===== src/rtl/cpu_core_p.sv =====
// cpu_core_p: parametrised single-cycle CPU core with ALU ops, branches,
// an instruction-valid stall input and a retired-instruction counter.
`default_nettype none

module cpu_core_p #(
  parameter int DATA_WIDTH = 8,
  parameter int REG_COUNT  = 8
) (
  input  logic        CLK,
  input  logic        RESET,
  input  logic [31:0] INSTRUCTION,
  input  logic        INSTR_VALID,
  output logic [31:0] PC,
  output logic        RETIRED,
  output logic [31:0] INSTR_COUNT
);

  localparam int IDX_W = (REG_COUNT > 1) ? $clog2(REG_COUNT) : 1;

  localparam logic [7:0] c_OP_LOADI = 8'h00;
  localparam logic [7:0] c_OP_MOV   = 8'h01;
  localparam logic [7:0] c_OP_ADD   = 8'h02;
  localparam logic [7:0] c_OP_SUB   = 8'h03;
  localparam logic [7:0] c_OP_AND   = 8'h04;
  localparam logic [7:0] c_OP_OR    = 8'h05;
  localparam logic [7:0] c_OP_J     = 8'h06;
  localparam logic [7:0] c_OP_BEQ   = 8'h07;
  localparam logic [7:0] c_OP_BNE   = 8'h08;

  logic [DATA_WIDTH-1:0] r_regs [REG_COUNT];
  logic [31:0]           r_pc;
  logic [31:0]           r_count;
  logic                  r_retired;

  logic [7:0]            w_op;
  logic [IDX_W-1:0]      w_dst;
  logic [IDX_W-1:0]      w_src1;
  logic [IDX_W-1:0]      w_src2;
  logic [DATA_WIDTH-1:0] w_imm;
  logic [31:0]           w_offset;
  logic [DATA_WIDTH-1:0] w_a;
  logic [DATA_WIDTH-1:0] w_b;
  logic [DATA_WIDTH-1:0] w_diff;
  logic                  w_zero;
  logic [DATA_WIDTH-1:0] w_result;
  logic                  w_we;
  logic                  w_take;
  logic [31:0]           w_pc_seq;
  logic [31:0]           w_next_pc;
  logic                  w_commit;
  logic                  w_unused;

  assign w_op     = INSTRUCTION[31:24];
  assign w_dst    = INSTRUCTION[16 +: IDX_W];
  assign w_src1   = INSTRUCTION[8 +: IDX_W];
  assign w_src2   = INSTRUCTION[0 +: IDX_W];
  assign w_imm    = DATA_WIDTH'($signed(INSTRUCTION[7:0]));
  assign w_offset = {{22{INSTRUCTION[23]}}, INSTRUCTION[23:16], 2'b00};
  // Upper index bits are deliberately ignored; fold them here so nothing dangles.
  assign w_unused = ^INSTRUCTION;

  assign w_a    = r_regs[w_src1];
  assign w_b    = r_regs[w_src2];
  assign w_diff = w_a + (~w_b + 1'b1);
  assign w_zero = (w_diff == '0);

  always_comb begin
    w_we     = 1'b0;
    w_result = '0;
    w_take   = 1'b0;
    case (w_op)
      c_OP_LOADI: begin w_we = 1'b1; w_result = w_imm;     end
      c_OP_MOV:   begin w_we = 1'b1; w_result = w_b;       end
      c_OP_ADD:   begin w_we = 1'b1; w_result = w_a + w_b; end
      c_OP_SUB:   begin w_we = 1'b1; w_result = w_diff;    end
      c_OP_AND:   begin w_we = 1'b1; w_result = w_a & w_b; end
      c_OP_OR:    begin w_we = 1'b1; w_result = w_a | w_b; end
      c_OP_J:     w_take = 1'b1;
      c_OP_BEQ:   w_take = w_zero;
      c_OP_BNE:   w_take = ~w_zero;
      default:    ;
    endcase
  end

  assign w_pc_seq  = r_pc + 32'd4;
  assign w_next_pc = w_take ? (w_pc_seq + w_offset) : w_pc_seq;
  assign w_commit  = RESET && INSTR_VALID;

  always_ff @(posedge CLK) begin
    if (!RESET) begin
      for (int i = 0; i < REG_COUNT; i++) begin
        r_regs[i] <= '0;
      end
    end else if (w_commit && w_we) begin
      r_regs[w_dst] <= w_result;
    end
  end

  always_ff @(posedge CLK) begin
    if (!RESET) begin
      r_pc      <= 32'd0;
      r_count   <= 32'd0;
      r_retired <= 1'b0;
    end else if (INSTR_VALID) begin
      r_pc      <= w_next_pc;
      r_count   <= r_count + 32'd1;
      r_retired <= 1'b1;
    end else begin
      r_retired <= 1'b0;
    end
  end

  assign PC          = r_pc;
  assign RETIRED     = r_retired;
  assign INSTR_COUNT = r_count;

endmodule

`default_nettype wire


===== config.mk =====
export PLATFORM = sky130hd
export DESIGN_NAME = cpu_core_p
export DESIGN_NICKNAME = d
export VERILOG_FILES = /design/src/rtl/cpu_core_p.sv
export SDC_FILE = /design/constraint.sdc
export NUM_CORES = 1
export LEC_CHECK = 0
export CAP_MARGIN = 30
export CELL_PAD_IN_SITES_DETAIL_PLACEMENT = 1
export CELL_PAD_IN_SITES_GLOBAL_PLACEMENT = 2
export CORE_ASPECT_RATIO = 1.2
export CORE_MARGIN = 1.5
export CORE_UTILIZATION = 36
export DETAILED_ROUTE_END_ITERATION = 10
export GPL_TIMING_DRIVEN = 0
export PLACE_DENSITY_LB_ADDON = 0.2
export SLEW_MARGIN = 20
export SYNTH_ARGS = -nofsm -noshare
export SYNTH_HDL_FRONTEND = slang
export SYNTH_SLANG_ARGS = --single-unit

===== constraint.sdc =====
create_clock -name CLK -period 6.1 [get_ports CLK]
set_input_delay 1.22 -clock CLK [delete_from_list [all_inputs] [get_ports CLK]]
set_output_delay 1.22 -clock CLK [all_outputs]
set_load 0.1 [all_outputs]

* Yosys cells after proc, flatten, opt, wreduce, memory -nomap -nowiden *
Memory sizes are Yosys's and may differ from the RTL's.
Cells that the tools add are included.

storage, ports and cells
  bits in registers = 65
  memory bits (writable) = 64
  input port bits = 35
  output and inout port bits = 65
  word-level logic and storage cells = 40
  memories kept = 1

memory list
  memory  words  width  rd ports  clocked after Yosys merged registers in  write ports  line  source
  r_regs  8      8      2         0                                        8            30    logic [DATA_WIDTH-1:0] r_regs [REG_COUNT];

operators by class
  $add $sub $neg = 6
  equality and inequality tests = 8
  multiplexer cells = 12
  bitwise operators = 4
  reductions and logical operators = 6

operators with widths
  cell                     number
  $pmux W8 S6              1
  $add A32 B1 Y32 const B  1
  $add A32 B3 Y32 const B  1
  $add A32 B32 Y32         1
  $eq A8 B3 Y1 const B     4
  $mux W32                 1
  $add A8 B8 Y8            2
  $eq A8 B2 Y1 const B     2
  $logic_not A8 Y1         2
  $add A8 B1 Y8 const B    1
  $and A8 B8 Y8            1
  $eq A8 B1 Y1 const B     1
  $eq A8 B4 Y1 const B     1
  $mux W8                  1
  $not A8 Y8               1
  $or A8 B8 Y8             1
  $reduce_or A8 Y1         1
  $mux W1                  7
  $reduce_or A6 Y1         1
  $mux W3                  1
  $pmux W1 S3              1
  $logic_and A1 B1 Y1      2
  $not A1 Y1               1

* Logic depth before layout (Yosys ltp) *
  depth in word-level cells = 9
  mapped depth = 18

* Worst setup path before layout *
OpenSTA, ideal clock, no wires.

  path kind = input to register
  start = input port INSTRUCTION[8]
  end = register r_pc[22] (netlist: PC[22])
  setup time = 0.128 ns
  arrival time = 5.446 ns
  path slack = 0.526 ns
  stages on the path = 17
  path through = clkbuf_1 buf_1 mux4_2 mux2i_1 ha_1 inv_1 fa_1 nand2b_1 a211oi_1 o311ai_1 nand2_1 o31a_1 nor4_4 buf_4 o21ai_0 a31oi_1 o31ai_1

on the way
  word-level cells in the longest chain between the ends = 6

RTL lines
  element               line  source
  start, declared       11    input logic [31:0] INSTRUCTION,
  $mem_v2 Z8 W8 *       n/a
  $add A8 B8 Y8 *       64    assign w_diff = w_a + (~w_b + 1'b1);
  $logic_not A8 Y1 *    65    assign w_zero = (w_diff == '0);
  $not A1 Y1            80    c_OP_BNE: w_take = ~w_zero;
  $pmux W1 S3 *         71    case (w_op)
  $mux W32 *            86    assign w_next_pc = w_take ? (w_pc_seq + w_offset) : w_pc_seq;
  end signal, assigned  105   r_pc <= w_next_pc;
  end, declared         31    logic [31:0] r_pc;

Mark *: on every way between the ends. The rest lies on a longest branch, timed or not.
A chain may end at the register's enable or synchronous reset.

* Worst setup path after layout *
  start = input port INSTRUCTION[0]
  end = register r_pc[14] (netlist: PC[14])

on the way
  word-level cells in the longest chain between the ends = 8

RTL lines
  element             line
  $mem_v2 Z8 W8 *     n/a
  $not A8 Y8 *        64
  $add A8 B1 Y8 *     64
  $add A8 B8 Y8 *     64
  $logic_not A8 Y1 *  65
  $not A1 Y1          80
  $pmux W1 S3 *       71
  $mux W32 *          86

Marked as above.

==> flow_summary.toml <==
[sta]
clock_skew_ns = 0.0135
fin_crit_ns = 5.67
worst_slew_margin_rel_pct = 33.8
finalHoldViolCount = 0
rsz0062_at_grt = "no"
fin_crit_sh_pct = 92.9
setup_ws_ns = 0.430
maxSlewViolCount = 0
holdWs_ns = 0.472
max_freq_mhz = 176
worstMarginPinSlew_ns = 0.990
setup_viol = 0

[floorplanning]
die_h_um = 179
io_pins = 100
die_w_um = 150
core_mm2 = 0.0255
die-area_mm2 = 0.0268
rows = 64
start_util_pct = 36.6

[drt]
post_drt_wl_per_cell_um = 20.6
drt_iter0_drc = 324
wl_um = 30300
antenna_left = 0
dr_total_vias = 8115
drc = 0
drt-vias-per-instance = 5.51
first_pass_iters = 4

[global_route]
gr-total-overflow = 0
track_usage_pct = 23.4
grt_pass1_vias = 8547
grt_max_degree = 32
grt_pass1_wl_um = 47100
antenna_found_initial = 0

[clock_network]
path_clk_slew_ns = 0.07
cts.htree.levels = 4
cts_root_buf = "clkbuf_16"
ctsHoldBuffers = 0
clockBufferDepth = 2
cts_buffers = 17
cts_tree = "yes"
insertion_delay_ns = 0.44
cts_sinks = 127

[synth]
synth_area_per_cell_um2 = 9.11
ys_warn_count = 0
synth-seq-area-share_pct = 34.2
synth_edf_count = 64
synth_seq_cells = 127
synthCells = 1022
synthesis.area_mm2 = 0.00931
async_flop_share_pct = 0
synthFlopType = "edfxtp_1"
synth_cell_type_count = 70

[finish]
drive_gt1_share_pct = 8.83
area_delta_synth_final_pct = 21.5
final_area_mm2 = 0.0113
nNetsFinal = 1230
n_antenna_cell = 0
nFillCells = 2959

[place]
pre_cts_slack_ns = -0.966
routabilityCongestion = 0.808
io_buffers = 82
place_hpwl_um = 23200
placed_area_mm2 = 0.0107

[power_and_ir_drop]
p_per_area_mw_per_mm2 = 230
total_power_mw = 2.61
ir_drop_mv = 0.202
cellLeakagePower_nw = 4.28

[worst_setup_path]
cp_max_fo = 10
worst_ep_required_time_ns = 6.40
cp.arrival_ns = 5.97
cp-start-kind = "input pin"
path_class = "in -> reg"
end_kind = "flip-flop"

[run_status]
status = "finished, final reports clean"

[job]
drv_cap = 0

[worst_hold_path]
hold_class = "reg -> reg"
[cells in the final DEF, fill, tap and decap left out, drive strengths merged, types with 30 or more instances in the layout]
| cell type | Yosys | final |
|---|---|---|
| mux4 | 33 | 33 |
| ha | 61 | 61 |
| nor2 | 162 | 162 |
| mux2i | 33 | 33 |
| clkbuf | 34 | 51 |
| nand2 | 88 | 88 |
| xnor2 | 51 | 51 |
| a21oi | 59 | 59 |
| nand3 | 30 | 30 |
| clkdlybuf4s50 | 0 | 81 |
| o21ai | 45 | 45 |
| edfxtp | 64 | 64 |
| xor2 | 32 | 32 |
| inv | 38 | 45 |
| dfxtp | 63 | 63 |
[registers in the layout, indices dropped and copies added (netlist names)]
| name | cells |
|---|---|
| RETIRED | 1 |
| INSTR_COUNT | 32 |
| r_regs | 64 |
| PC | 30 |
[metrics by stage]
stage	utilization [%]	setup TNS, ns	instances
after floorplan	-	0	1023
final	44.4	0	1474
after CTS	44.4	0	1474
after global placement	41.4	-24.52	1435
after detailed placement	41.9	-29.39	1440
after global routing	44.4	0	1474
[routing by layer]
| metal | wire length (µm) | vias up | GRT usage [%] |
|---|---|---|---|
| met4 | 756 | 0 | 7.88 |
| met1 | 12300 | 4045 | 26.3 |
| met3 | 791 | 36 | 3.46 |
| li1 | - | 3919 | - |
| met2 | 16400 | 115 | 44.4 |
| met5 | 0 | - | 0 |
[cell families after synthesis]
logic type / after synthesis / synth area share (%)
AND/OR/NAND/NOR: 381 / 18.7
XOR/XNOR: 83 / 7.81
other: 1 / 0.0403
multiplexers: 73 / 12.4
flip-flops: 127 / 34.2
adder cells (fa/ha/maj): 64 / 8.84
buffers and inverters: 89 / 3.96
AO/OA/AOI/OAI: 204 / 14.1
[critical path: stages]
cell	delay [ns]
clkbuf_1	0.46
buf_2	0.47
mux4_2	0.55
mux2i_1	0.41
ha_1	0.20
buf_4	0.14
nor3_1	0.07
a2111oi_0	0.60
xnor2_1	0.23
nand2_1	0.13
o31a_1	0.30
nor4_4	0.27
buf_4	0.20
buf_12	0.13
buf_4	0.20
o21ai_0	0.11
a22oi_1	0.19
nor2_1	0.07
[where the power goes]
group | switching [mW] | internal [mW] | total (mW)
registers | 0.0242 | 0.920 | 0.945
logic | 0.380 | 0.227 | 0.607
clock network | 0.440 | 0.615 | 1.06
total | 0.845 | 1.76 | 2.61
[layout make-up]
class	count	area [µm²]	share of cell area, %
multi-input cells	807	5780	51.1
flip-flops and latches	127	3180	28.1
repair buffers	90	966	8.54
clock buffers	17	425	3.76
well taps	330	413	3.65
plain buffers	50	231	2.05
clock inverters	15	175	1.55
inverters	38	143	1.26
[repair_timing]
| item | 4_1_cts | 5_1_grt |
|---|---|---|
| setup buffers | 2 | 0 |
| gates resized for setup | 2 | 2 |
| pin swaps | 1 | 0 |
| endpoints found under the setup margin | 30 | 28 |
[Yosys cell counts (32+ instances only)]
cell type	count	area, µm²
o21ai_0	43	215
xnor2_1	51	447
mux2i_1	33	330
nor2_1	161	604
clkbuf_1	34	128
mux4_2	33	743
xor2_1	32	280
edfxtp_1	64	1920
dfxtp_1	63	1260
nand2_1	88	330
a21oi_1	59	295
ha_1	61	763
inv_1	37	139
[worst paths after layout]
path         slack, ns  cells after the start           start  endpoint
min               0.47                      2          PC[31]    PC[31]
max               0.43                     18  INSTRUCTION[0]    PC[14]
min reg2reg       0.47                      2          PC[31]    PC[31]
max reg2reg       1.03                     17           PC[5]    PC[31]
Note: power is estimated with default switching activity, not from simulation.
